--- src/rtl/matrix_scalar_stream_op_if.sv ---
// Element stream bundle between matrix storage readout, the scalar engine
// and the result writer.
//   in_data/in_valid/in_ready      : input element stream (into the engine)
//   out_data/out_valid/out_ready   : result element stream (out of the engine)
//   out_last                       : marks the final result element
// slave  : the engine side (consumes the input stream, produces results)
// master : the environment side (feeds elements, accepts results)
interface matrix_scalar_stream_op_if #(
  parameter int DATA_W = 8
);
  logic [DATA_W-1:0] in_data;
  logic              in_valid;
  logic              in_ready;
  logic [DATA_W-1:0] out_data;
  logic              out_valid;
  logic              out_ready;
  logic              out_last;

  modport slave (
    input  in_data, in_valid, out_ready,
    output in_ready, out_data, out_valid, out_last
  );

  modport master (
    output in_data, in_valid, out_ready,
    input  in_ready, out_data, out_valid, out_last
  );
endinterface

--- src/rtl/matrix_scalar_stream_op.sv ---
// Scalar-operand matrix engine. Takes one matrix as a row-major element
// stream, applies MUL / ADD / SUB / PASS with a latched scalar to every
// element, and streams the clamped results out row-major.
//
// Ports:
//   clk, rst_n              : clock (rising edge), async active-low reset
//   start, op_code          : begin operation (sampled in IDLE), op select
//   a_rows, a_cols, scalar  : matrix dimensions and scalar operand
//   strm (slave)            : input/result element streams with out_last
//   result_rows/cols        : dimensions latched at the last legal start
//   busy                    : high while streaming
//   done                    : one-cycle pulse after the last result handshake
//   error                   : one-cycle pulse on a rejected start
//   sat                     : sticky, some element of the operation clamped
//
// state  | meaning
// IDLE   | waiting for start, input refused
// RUN    | streaming elements through the single output register
// DONE   | one-cycle done pulse
// ERR    | one-cycle error pulse after an illegal start
module matrix_scalar_stream_op #(
  parameter int DATA_W   = 8,
  parameter int SCALAR_W = 8,
  parameter int MAX_DIM  = 5,
  parameter int DIM_W    = 3
) (
  input  logic                clk,
  input  logic                rst_n,
  input  logic                start,
  input  logic [2:0]          op_code,
  input  logic [DIM_W-1:0]    a_rows,
  input  logic [DIM_W-1:0]    a_cols,
  input  logic [SCALAR_W-1:0] scalar,
  matrix_scalar_stream_op_if.slave strm,
  output logic [DIM_W-1:0]    result_rows,
  output logic [DIM_W-1:0]    result_cols,
  output logic                busy,
  output logic                done,
  output logic                error,
  output logic                sat
);

  localparam int CNT_W  = $clog2(MAX_DIM * MAX_DIM + 1);
  localparam int WIDE_W = DATA_W + SCALAR_W;
  localparam logic [WIDE_W-1:0] DATA_MAX = {{SCALAR_W{1'b0}}, {DATA_W{1'b1}}};

  localparam logic [1:0] OP_MUL = 2'd0;
  localparam logic [1:0] OP_ADD = 2'd1;
  localparam logic [1:0] OP_SUB = 2'd2;

  typedef enum logic [1:0] {
    S_IDLE = 2'd0,
    S_RUN  = 2'd1,
    S_DONE = 2'd2,
    S_ERR  = 2'd3
  } state_t;

  state_t state_q, state_d;

  logic [1:0]          op_q;
  logic [SCALAR_W-1:0] scalar_q;
  logic [DIM_W-1:0]    rows_q, cols_q;
  logic [CNT_W-1:0]    total_q;
  logic [CNT_W-1:0]    in_cnt_q, out_cnt_q;
  logic [DATA_W-1:0]   out_data_q;
  logic                out_valid_q;
  logic                sat_q;

  logic start_legal;
  logic start_accept;
  logic in_ready_int;
  logic in_fire;
  logic out_fire;
  logic is_last;

  logic [WIDE_W-1:0] wide_in, wide_sc, wide_res;
  logic [DATA_W-1:0] f_data;
  logic              f_sat;

  assign start_legal = (op_code <= 3'b011) &&
                       (a_rows != '0) && (a_rows <= DIM_W'(MAX_DIM)) &&
                       (a_cols != '0) && (a_cols <= DIM_W'(MAX_DIM));
  assign start_accept = (state_q == S_IDLE) && start && start_legal;

  // Input is taken only when the output register is free (or being drained
  // this cycle) and the matrix has not been fully consumed.
  assign in_ready_int = (state_q == S_RUN) && (!out_valid_q || strm.out_ready) &&
                        (in_cnt_q < total_q);
  assign in_fire  = strm.in_valid && in_ready_int;
  assign out_fire = out_valid_q && strm.out_ready;
  assign is_last  = out_valid_q && (out_cnt_q == (total_q - CNT_W'(1)));

  // Element op evaluated at full precision, then clamped to DATA_W.
  always_comb begin
    wide_in  = WIDE_W'(strm.in_data);
    wide_sc  = WIDE_W'(scalar_q);
    wide_res = wide_in;
    f_sat    = 1'b0;
    case (op_q)
      OP_MUL: wide_res = wide_in * wide_sc;
      OP_ADD: wide_res = wide_in + wide_sc;
      OP_SUB: begin
        if (wide_sc > wide_in) begin
          wide_res = '0;
          f_sat    = 1'b1;
        end else begin
          wide_res = wide_in - wide_sc;
        end
      end
      default: wide_res = wide_in;
    endcase
    if (wide_res > DATA_MAX) begin
      wide_res = DATA_MAX;
      f_sat    = 1'b1;
    end
    f_data = wide_res[DATA_W-1:0];
  end

  always_ff @(posedge clk or negedge rst_n) begin
    if (!rst_n) begin
      state_q <= S_IDLE;
    end else begin
      state_q <= state_d;
    end
  end

  always_comb begin
    state_d = state_q;
    case (state_q)
      S_IDLE: begin
        if (start) begin
          state_d = start_legal ? S_RUN : S_ERR;
        end
      end
      S_RUN: begin
        if (out_fire && is_last) begin
          state_d = S_DONE;
        end
      end
      S_DONE:  state_d = S_IDLE;
      S_ERR:   state_d = S_IDLE;
      default: state_d = S_IDLE;
    endcase
  end

  always_ff @(posedge clk or negedge rst_n) begin
    if (!rst_n) begin
      op_q        <= '0;
      scalar_q    <= '0;
      rows_q      <= '0;
      cols_q      <= '0;
      total_q     <= '0;
      in_cnt_q    <= '0;
      out_cnt_q   <= '0;
      out_data_q  <= '0;
      out_valid_q <= 1'b0;
      sat_q       <= 1'b0;
    end else begin
      if (start_accept) begin
        op_q        <= op_code[1:0];
        scalar_q    <= scalar;
        rows_q      <= a_rows;
        cols_q      <= a_cols;
        total_q     <= CNT_W'(a_rows) * CNT_W'(a_cols);
        in_cnt_q    <= '0;
        out_cnt_q   <= '0;
        out_valid_q <= 1'b0;
        sat_q       <= 1'b0;
      end
      if (in_fire) begin
        out_data_q  <= f_data;
        out_valid_q <= 1'b1;
        in_cnt_q    <= in_cnt_q + CNT_W'(1);
        if (f_sat) begin
          sat_q <= 1'b1;
        end
      end else if (out_fire) begin
        out_valid_q <= 1'b0;
      end
      if (out_fire) begin
        out_cnt_q <= out_cnt_q + CNT_W'(1);
      end
    end
  end

  assign strm.in_ready  = in_ready_int;
  assign strm.out_data  = out_data_q;
  assign strm.out_valid = out_valid_q;
  assign strm.out_last  = is_last;

  assign result_rows = rows_q;
  assign result_cols = cols_q;
  assign busy        = (state_q == S_RUN);
  assign done        = (state_q == S_DONE);
  assign error       = (state_q == S_ERR);
  assign sat         = sat_q;

endmodule

--- src/flat_wrapper.sv ---
// flat-port wrapper written by rule: the top's interface ports become plain ports
module matrix_scalar_stream_op_flat 
#(
  parameter int DATA_W   = 8,
  parameter int SCALAR_W = 8,
  parameter int MAX_DIM  = 5,
  parameter int DIM_W    = 3
)
  (clk, rst_n, start, op_code, a_rows, a_cols, scalar, result_rows, result_cols, busy, done, error, sat, strm_in_data, strm_in_valid, strm_out_ready, strm_in_ready, strm_out_data, strm_out_valid, strm_out_last);
  matrix_scalar_stream_op_if #(.DATA_W(DATA_W)) strm_i ();
  input  logic clk;
  input  logic rst_n;
  input  logic start;
  input  logic [2:0] op_code;
  input  logic [DIM_W-1:0] a_rows;
  input  logic [DIM_W-1:0] a_cols;
  input  logic [SCALAR_W-1:0] scalar;
  output logic [DIM_W-1:0] result_rows;
  output logic [DIM_W-1:0] result_cols;
  output logic busy;
  output logic done;
  output logic error;
  output logic sat;
  input wire logic [$bits(strm_i.in_data)-1:0] strm_in_data;
  input wire logic [$bits(strm_i.in_valid)-1:0] strm_in_valid;
  input wire logic [$bits(strm_i.out_ready)-1:0] strm_out_ready;
  output wire logic [$bits(strm_i.in_ready)-1:0] strm_in_ready;
  output wire logic [$bits(strm_i.out_data)-1:0] strm_out_data;
  output wire logic [$bits(strm_i.out_valid)-1:0] strm_out_valid;
  output wire logic [$bits(strm_i.out_last)-1:0] strm_out_last;
  assign strm_i.in_data = strm_in_data;
  assign strm_i.in_valid = strm_in_valid;
  assign strm_i.out_ready = strm_out_ready;
  assign strm_in_ready = strm_i.in_ready;
  assign strm_out_data = strm_i.out_data;
  assign strm_out_valid = strm_i.out_valid;
  assign strm_out_last = strm_i.out_last;
  matrix_scalar_stream_op #(.DATA_W(DATA_W), .SCALAR_W(SCALAR_W), .MAX_DIM(MAX_DIM), .DIM_W(DIM_W)) u_core (.clk(clk), .rst_n(rst_n), .start(start), .op_code(op_code), .a_rows(a_rows), .a_cols(a_cols), .scalar(scalar), .strm(strm_i), .result_rows(result_rows), .result_cols(result_cols), .busy(busy), .done(done), .error(error), .sat(sat));
endmodule
--- config.mk ---
export PLATFORM = sky130hd
export DESIGN_NAME = matrix_scalar_stream_op_flat
export DESIGN_NICKNAME = d
export VERILOG_FILES = /design/src/rtl/matrix_scalar_stream_op_if.sv /design/src/rtl/matrix_scalar_stream_op.sv /design/src/flat_wrapper.sv
export SDC_FILE = /design/constraint.sdc
export NUM_CORES = 1
export LEC_CHECK = 0
export BUFFER_PORTS_ARGS = -buffer_cell sky130_fd_sc_hd__buf_2
export CORE_UTILIZATION = 40
export DETAILED_ROUTE_END_ITERATION = 10
export HOLD_SLACK_MARGIN = 0.05
export RECOVER_POWER = 25
export SLEW_MARGIN = 20
export SYNTH_ARGS = -nofsm -noshare
export SYNTH_HDL_FRONTEND = slang
export SYNTH_SLANG_ARGS = --single-unit
--- constraint.sdc ---
create_clock -name clk -period 10.29 [get_ports clk]
set_input_delay 1.5435 -clock clk [delete_from_list [all_inputs] [get_ports clk]]
set_output_delay 1.5435 -clock clk [all_outputs]
set_load 0.01 [all_outputs]
# After elaboration in Yosys (flattened, before gate mapping)
# Index checks and enable logic that the tools add are counted.
word_totals:
  register_bits: 43
  in_bits: 30
  output_inout_bits: 21
  wordCells: 74
op_classes:
  n_addsub: 5
  mul: 2
  magnitude_cmp: 6
  n_eq_ne: 8
  muxes: 19
  n_reduce_logical: 23
ops:
  columns: ["operator", "count"]
  rows:
  - ["16-bit one-hot mux with 3 select lines", 1]
  - ["16-bit by 8-bit greater-than comparator with 1-bit output, second input constant", 1]
  - ["8-bit by 8-bit multiplier with 16-bit output", 1]
  - ["16-bit two-way mux", 1]
  - ["5-bit two-way mux", 3]
  - ["1-bit logical AND", 12]
  - ["5-bit by 1-bit adder with 5-bit output, second input constant", 2]
  - ["8-bit by 8-bit adder with 9-bit output", 1]
  - ["1-bit two-way mux", 9]
  - ["3-bit nonzero test", 3]
  - ["8-bit by 8-bit subtractor with 9-bit output", 1]
  - ["8-bit greater-than comparator", 1]
  - ["8-bit two-way mux", 1]
  - ["2-bit equality test, second input constant", 3]
  - ["3-bit <= comparator, second input constant", 2]
  - ["2-bit two-way mux", 3]
  - ["2-bit one-hot mux with 3 select lines", 1]
  - ["5-bit equality test", 1]
  - ["5-bit less-than comparator", 1]
  - ["3-bit by 3-bit multiplier with 5-bit output", 1]
  - ["5-bit by 1-bit subtractor with 5-bit output, second input constant", 1]
  - ["2-bit by 1-bit equality test with 1-bit output, second input constant", 2]
  - ["2-bit zero test", 2]
  - ["2-bit nonzero test", 2]
  - ["7 further kinds", 7]

# Logic depth before layout (Yosys ltp)
logic_depth:
  word_depth: 9
  depth_mapped: 19
  mapped_depth_nobuf: 18

# Least setup slack after synthesis
# No wires, ideal clock.
synth_timing:
  kind: "input port to flip-flop"
  from: "in strm_in_data[4]"
  to: "reg u_core.out_data_q[6] (netlist: u_core.strm.out_data[6])"
  setup_ps: 147
  t_arrival_ps: 5671
  required_ps: 10143
  slack_ps: 4472
  cell_stages: 16
  path_buffers: 1
  path_cell_list: "ha_1 > fa_1 > fa_1 > fa_1 > inv_1 > fa_1 > inv_1 > ha_1 > buf_2 > and2_1 > and3_1 > and2_1 > a221oi_1 > nand4_1 > nor3_4 > a41oi_1"
synth_between:
  elab_chain_cells: 5
  word_cells_on_any_way: 8
  classes_between: "add/sub: 2; mul: 1; order compare: 2; mux: 3"
synth_lines:
  columns: ["item", "line", "source"]
  rows:
  - ["start: declaration", "flat_wrapper.sv:24", "input wire logic [$bits(strm_i.in_data)-1:0] strm_in_data;"]
  - ["branches (longest 2 deep; another with 8-bit by 8-bit multiplier with 16-bit output)", null, null]
  - ["16-bit one-hot mux with 3 select lines *", "matrix_scalar_stream_op.sv:99", "case (op_q)"]
  - ["16-bit by 8-bit greater-than comparator with 1-bit output", "matrix_scalar_stream_op.sv:112", "if (wide_res > DATA_MAX) begin"]
  - ["8-bit two-way mux *", "matrix_scalar_stream_op.sv:112", null]
  - ["end signal: assignment", "matrix_scalar_stream_op.sv:171", "out_data_q <= f_data;"]
  - ["end: declaration", "matrix_scalar_stream_op.sv:65", "logic [DATA_W-1:0] out_data_q;"]
# Mark *: on every way between the ends.
# A chain may end at the register's enable or synchronous reset.

# Final worst setup path
layout_timing:
  from: "in strm_in_data[1]"
  to: "reg u_core.out_data_q[6] (netlist: u_core.strm.out_data[6])"
# The elaborated chain is that of the path after synthesis.

==> key figures <==
Worst hold path
  • Endpoint with the worst hold slack: u_core.result_cols[0]
  • Hold Path Depth: 1
  • Hold WC Path Type: reg2reg
  • Start point of the worst hold path: u_core.result_cols[0]

GRT
  • Total GRT Usage: 0.200
  • Vias in the first global route: 4582
  • Initial antenna violation count: 0
  • Grt total ovfl: 0
  • Global-route wire length before repair: 22.7 mm
  • Maximum number of pins on one net before global-route repair: 44

Die
  • Floorplan core area: 0.0132 mm2
  • Site row count: 42
  • Io pins: 51
  • Die Outline Area: 0.0141 mm2
  • Initial cell density of the core: 0.411
  • Die span in y: 119 um
  • Die Width: 119 um

Clock network
  • # resized after CTS: 0
  • Clock sinks: 43
  • Post-CTS setup buffers: 0
  • Total clock buffers created by CTS: 5
  • Register clock-pin slew on the reported worst setup and hold paths: 0.06 ns
  • Clock Latency Late Sink: 0.29 ns
  • Cts-stage hold buffer count: 0
  • TritonCTS clock tree: yes
  • CTS root buf: sky130_fd_sc_hd__clkbuf_16
  • H-tree depth reported by CTS: 2
  • Clk buf depth: 2

Routing
  • Highest routed layer: met4
  • Post-detailed-route wirelength per cell: 16.1 um
  • Post-route antenna net violation count: 0
  • Drt drc: 0
  • Vias per inst: 5.46
  • Total iterations of the first detailed-routing run: 5
  • Violation count after the first detailed-route iteration: 353
  • Sum of routed wire segments on met1: 6.59 mm
  • Routed vias: 4517
  • Wire length on met2: 5.97 mm
  • Detailed-routed wire length on met3: 592 um
  • Final wirelength: 13.3 mm

Critical path
  • Most used cell along the critical path: sky130_fd_sc_hd__fa_1
  • Cell-by-cell listing of the critical path: buf_2, inv_1, nor2_1, fa_1, fa_1, fa_1, inv_1, fa_1, inv_1, ha_1, and2_1, and3_1, and2_1, a221oi_1, nand4_1, nor3_4, a41oi_1
  • Critical Path Slowest Stage Cell: sky130_fd_sc_hd__fa_1
  • Kind of capture point of the worst setup path: register
  • Data arrival time at the worst-slack endpoint: 6.33 ns
  • Startpoint-to-endpoint class of the critical path: in2reg
  • R2r startpoint: u_core.scalar_q[4]
  • Endpoint of the worst-slack reg-to-reg timing path: u_core.strm.out_data[6]
  • Maximum cell stage delay along the critical path: 0.55 ns
  • Family with the most delay on the worst path: adder cells
  • Critical path data required time: 10.42 ns
  • Buffers and inverters on the worst path: 4
  • Nature of the critical path startpoint: input pin
  • Largest fanout on the critical path: 9
  • Reg2reg setup slack: 4.99 ns
  • Cells on worst reg2reg path: 15

Logic synthesis
  • Proportion of netlist area held by the largest area contributor: 0.198
  • Top FF cell, synth: sky130_fd_sc_hd__dfrtp_1
  • Library cell with the highest instance count after synthesis: sky130_fd_sc_hd__inv_1
  • Cell variety after synth: 62
  • Number of standard cells after synthesis: 609
  • Share of async-settable or async-resettable flops after synthesis: 1.00
  • Post-Synthesis Net Count: 741
  • Post-Syn Area: 0.00544 mm2
  • Avg Inst Size Synth: 8.94 um2
  • Flops & latches, synth: 43
  • Number of warnings printed during yosys synthesis: 0
  • Leading area contributor after synthesis: sky130_fd_sc_hd__dfrtp_1
  • Part of the Yosys area used for sequential elements: 0.198
  • Most used standard cells in the synthesized netlist: sky130_fd_sc_hd__inv_1, sky130_fd_sc_hd__ha_1, sky130_fd_sc_hd__and2_1
  • Most area-consuming cells after synthesis: sky130_fd_sc_hd__dfrtp_1, sky130_fd_sc_hd__fa_1, sky130_fd_sc_hd__ha_1, sky130_fd_sc_hd__inv_1, sky130_fd_sc_hd__and2_1
  • Number of enable flip-flop cells after synthesis: 0

Cells and area
  • Share of final-layout standard cells stronger than drive strength 1: 0.131
  • Number of nets at the end of the flow: 783
  • Ant. Diodes: 0
  • Signed area change from the synthesized netlist to the final layout: 9.52%
  • Number of standard cells in the final layout excluding fillers: 827

Power
  • Peak supply drop: 0.000142 V
  • Leakage power: 2.90 nW
  • Power density cells: 304 mW/mm2

Outcome
  • Violations in the final reports: capacitance limit, slew limit
  • Status: complete, but fails checks

Timing
  • Setup violators final: 0
  • Number of failing hold endpoints at the final stage: 0
  • Min cycle time layout: 6.20 ns
  • Achievable Freq: 161 MHz
  • Normalized max-slew margin: -0.602
  • Clock skew: 0.00365 ns
  • Setup repair after global routing missed its margin: no
  • Aggregate negative setup slack: 0 ns
  • Final critical-path share of the clock period: 0.602
  • Slew Limit Fails: 44
  • Slew @ Worst Pin: 2.40 ns

Place
  • Placed instance count: 820
  • Dpl hpwl: 10.6 mm
  • Count of port buffers added during placement: 50
  • Final Wtd Congestion: 0.859

Flow run
  • # Max-Cap Violations: 1
-- routing by layer --
layer / GRT usage / vias up
met2: 0.316 / 142
met4: 0.0411 / 0
met1: 0.287 / 2208
li1: - / 2151
met3: 0.0304 / 16
met5: 0 / -
-- worst register-to-register path, stage by stage (launching register included) --
cell and delay [ns]:
sky130_fd_sc_hd__dfrtp_1 0.51, sky130_fd_sc_hd__ha_1 0.32, sky130_fd_sc_hd__fa_1 0.58, sky130_fd_sc_hd__fa_1 0.44, sky130_fd_sc_hd__fa_1 0.55, sky130_fd_sc_hd__inv_1 0.06, sky130_fd_sc_hd__fa_1 0.53, sky130_fd_sc_hd__inv_1 0.04
sky130_fd_sc_hd__ha_1 0.39, sky130_fd_sc_hd__and2_1 0.20, sky130_fd_sc_hd__and3_1 0.21, sky130_fd_sc_hd__and2_1 0.18, sky130_fd_sc_hd__a221oi_1 0.27, sky130_fd_sc_hd__nand4_1 0.20, sky130_fd_sc_hd__nor3_4 0.47, sky130_fd_sc_hd__a41oi_1 0.18
-- registers in the layout, indices dropped and copies added (netlist names) --
name	count
u_core.scalar_q	8
u_core.state_q	2
u_core.sat	1
u_core.result_rows	3
u_core.total_q	5
u_core.op_q	2
u_core.strm.out_valid	1
u_core.strm.out_data	8
u_core.out_cnt_q	5
u_core.in_cnt_q	5
u_core.result_cols	3
-- layout by cell type, fill, tap and decap left out, types with 3 or more instances in the layout --
cell type                    n
sky130_fd_sc_hd__mux2_2      7
sky130_fd_sc_hd__a311oi_1    5
sky130_fd_sc_hd__or3_1       5
sky130_fd_sc_hd__fa_1       40
sky130_fd_sc_hd__o211ai_1    4
sky130_fd_sc_hd__mux2i_1     7
sky130_fd_sc_hd__and2_1     45
sky130_fd_sc_hd__a21o_1      4
sky130_fd_sc_hd__and3_1      3
sky130_fd_sc_hd__o21a_1      4
sky130_fd_sc_hd__a31oi_1     8
sky130_fd_sc_hd__a21oi_1    23
sky130_fd_sc_hd__nand2b_1   11
sky130_fd_sc_hd__nand3b_1    4
sky130_fd_sc_hd__o21ai_0    31
sky130_fd_sc_hd__mux2_4     14
sky130_fd_sc_hd__a41oi_1     3
sky130_fd_sc_hd__clkbuf_16   5
sky130_fd_sc_hd__nor3_1     10
sky130_fd_sc_hd__ha_1       62
sky130_fd_sc_hd__xnor2_1    13
sky130_fd_sc_hd__nand2_1    43
sky130_fd_sc_hd__dfrtp_1    43
sky130_fd_sc_hd__xor2_1     11
sky130_fd_sc_hd__nor2b_1    10
sky130_fd_sc_hd__nand3_1    18
sky130_fd_sc_hd__nor4_1      3
sky130_fd_sc_hd__inv_1      77
sky130_fd_sc_hd__buf_2      49
sky130_fd_sc_hd__o31a_1      3
sky130_fd_sc_hd__nor2_1     40
-- kinds of logic after synthesis --
kind of cell	synth area share
compound gates	0.139
xor+xnor	0.0386
fa+ha+maj	0.290
buf+inv	0.0724
flops	0.198
mux	0.0660
simple gates	0.197
-- per-stage QoR --
| stage | power [W] | hold WS, ns | instance area (um2) | util | setup WS [ns] |
|---|---|---|---|---|---|
| 6_report | 0.00181 | 0.510 | 5960 | 0.450 | 4.09 |
| 5_1_grt | 0.00202 | 0.526 | 5960 | 0.450 | 3.76 |
| 4_1_cts | 0.00182 | 0.511 | 5960 | 0.450 | 4.14 |
| 3_5_place_dp | 0.00166 | 0.492 | 5820 | 0.440 | 3.84 |
| 3_3_place_gp | 0.00163 | 0.486 | 5820 | 0.440 | 3.96 |
| 2_1_floorplan | 0.00133 | 0.461 | 5440 | - | 4.47 |
-- where the power goes --
| part | internal, W | total (W) | leakage (nW) | switching, W |
|---|---|---|---|---|
| Clock | 0.0000885 | 0.000154 | 0.0696 | 0.0000652 |
| Combinational | 0.000556 | 0.00133 | 2.31 | 0.000778 |
| Sequential | 0.000231 | 0.000326 | 0.517 | 0.0000949 |
-- worst max path at each step --
| stage | cells past startpoint | slack (ns) | end | startpoint |
|---|---|---|---|---|
| 6_report | 17 | 4.09 | u_core.strm.out_data[6] | strm_in_data[1] |
| 5_1_grt | 17 | 3.76 | u_core.strm.out_data[7] | strm_in_data[1] |
| 4_1_cts | 17 | 4.14 | u_core.strm.out_data[6] | strm_in_data[1] |
| 3_3_place_gp | 17 | 3.96 | u_core.strm.out_data[6] | strm_in_data[1] |
| 2_1_floorplan | 16 | 4.47 | u_core.strm.out_data[6] | strm_in_data[4] |
| 3_5_place_dp | 17 | 3.84 | u_core.strm.out_data[6] | strm_in_data[1] |
-- cell type report --
cell class	instances	area (um2)
sequential	43	1080
clock buffer	5	125
timing repair buffer	52	264
clock inverter	2	13.8
multi-input combinational	472	3970
inverter	77	289
fill	1345	7280
tap	176	220
(Power assumes the default switching activity.)
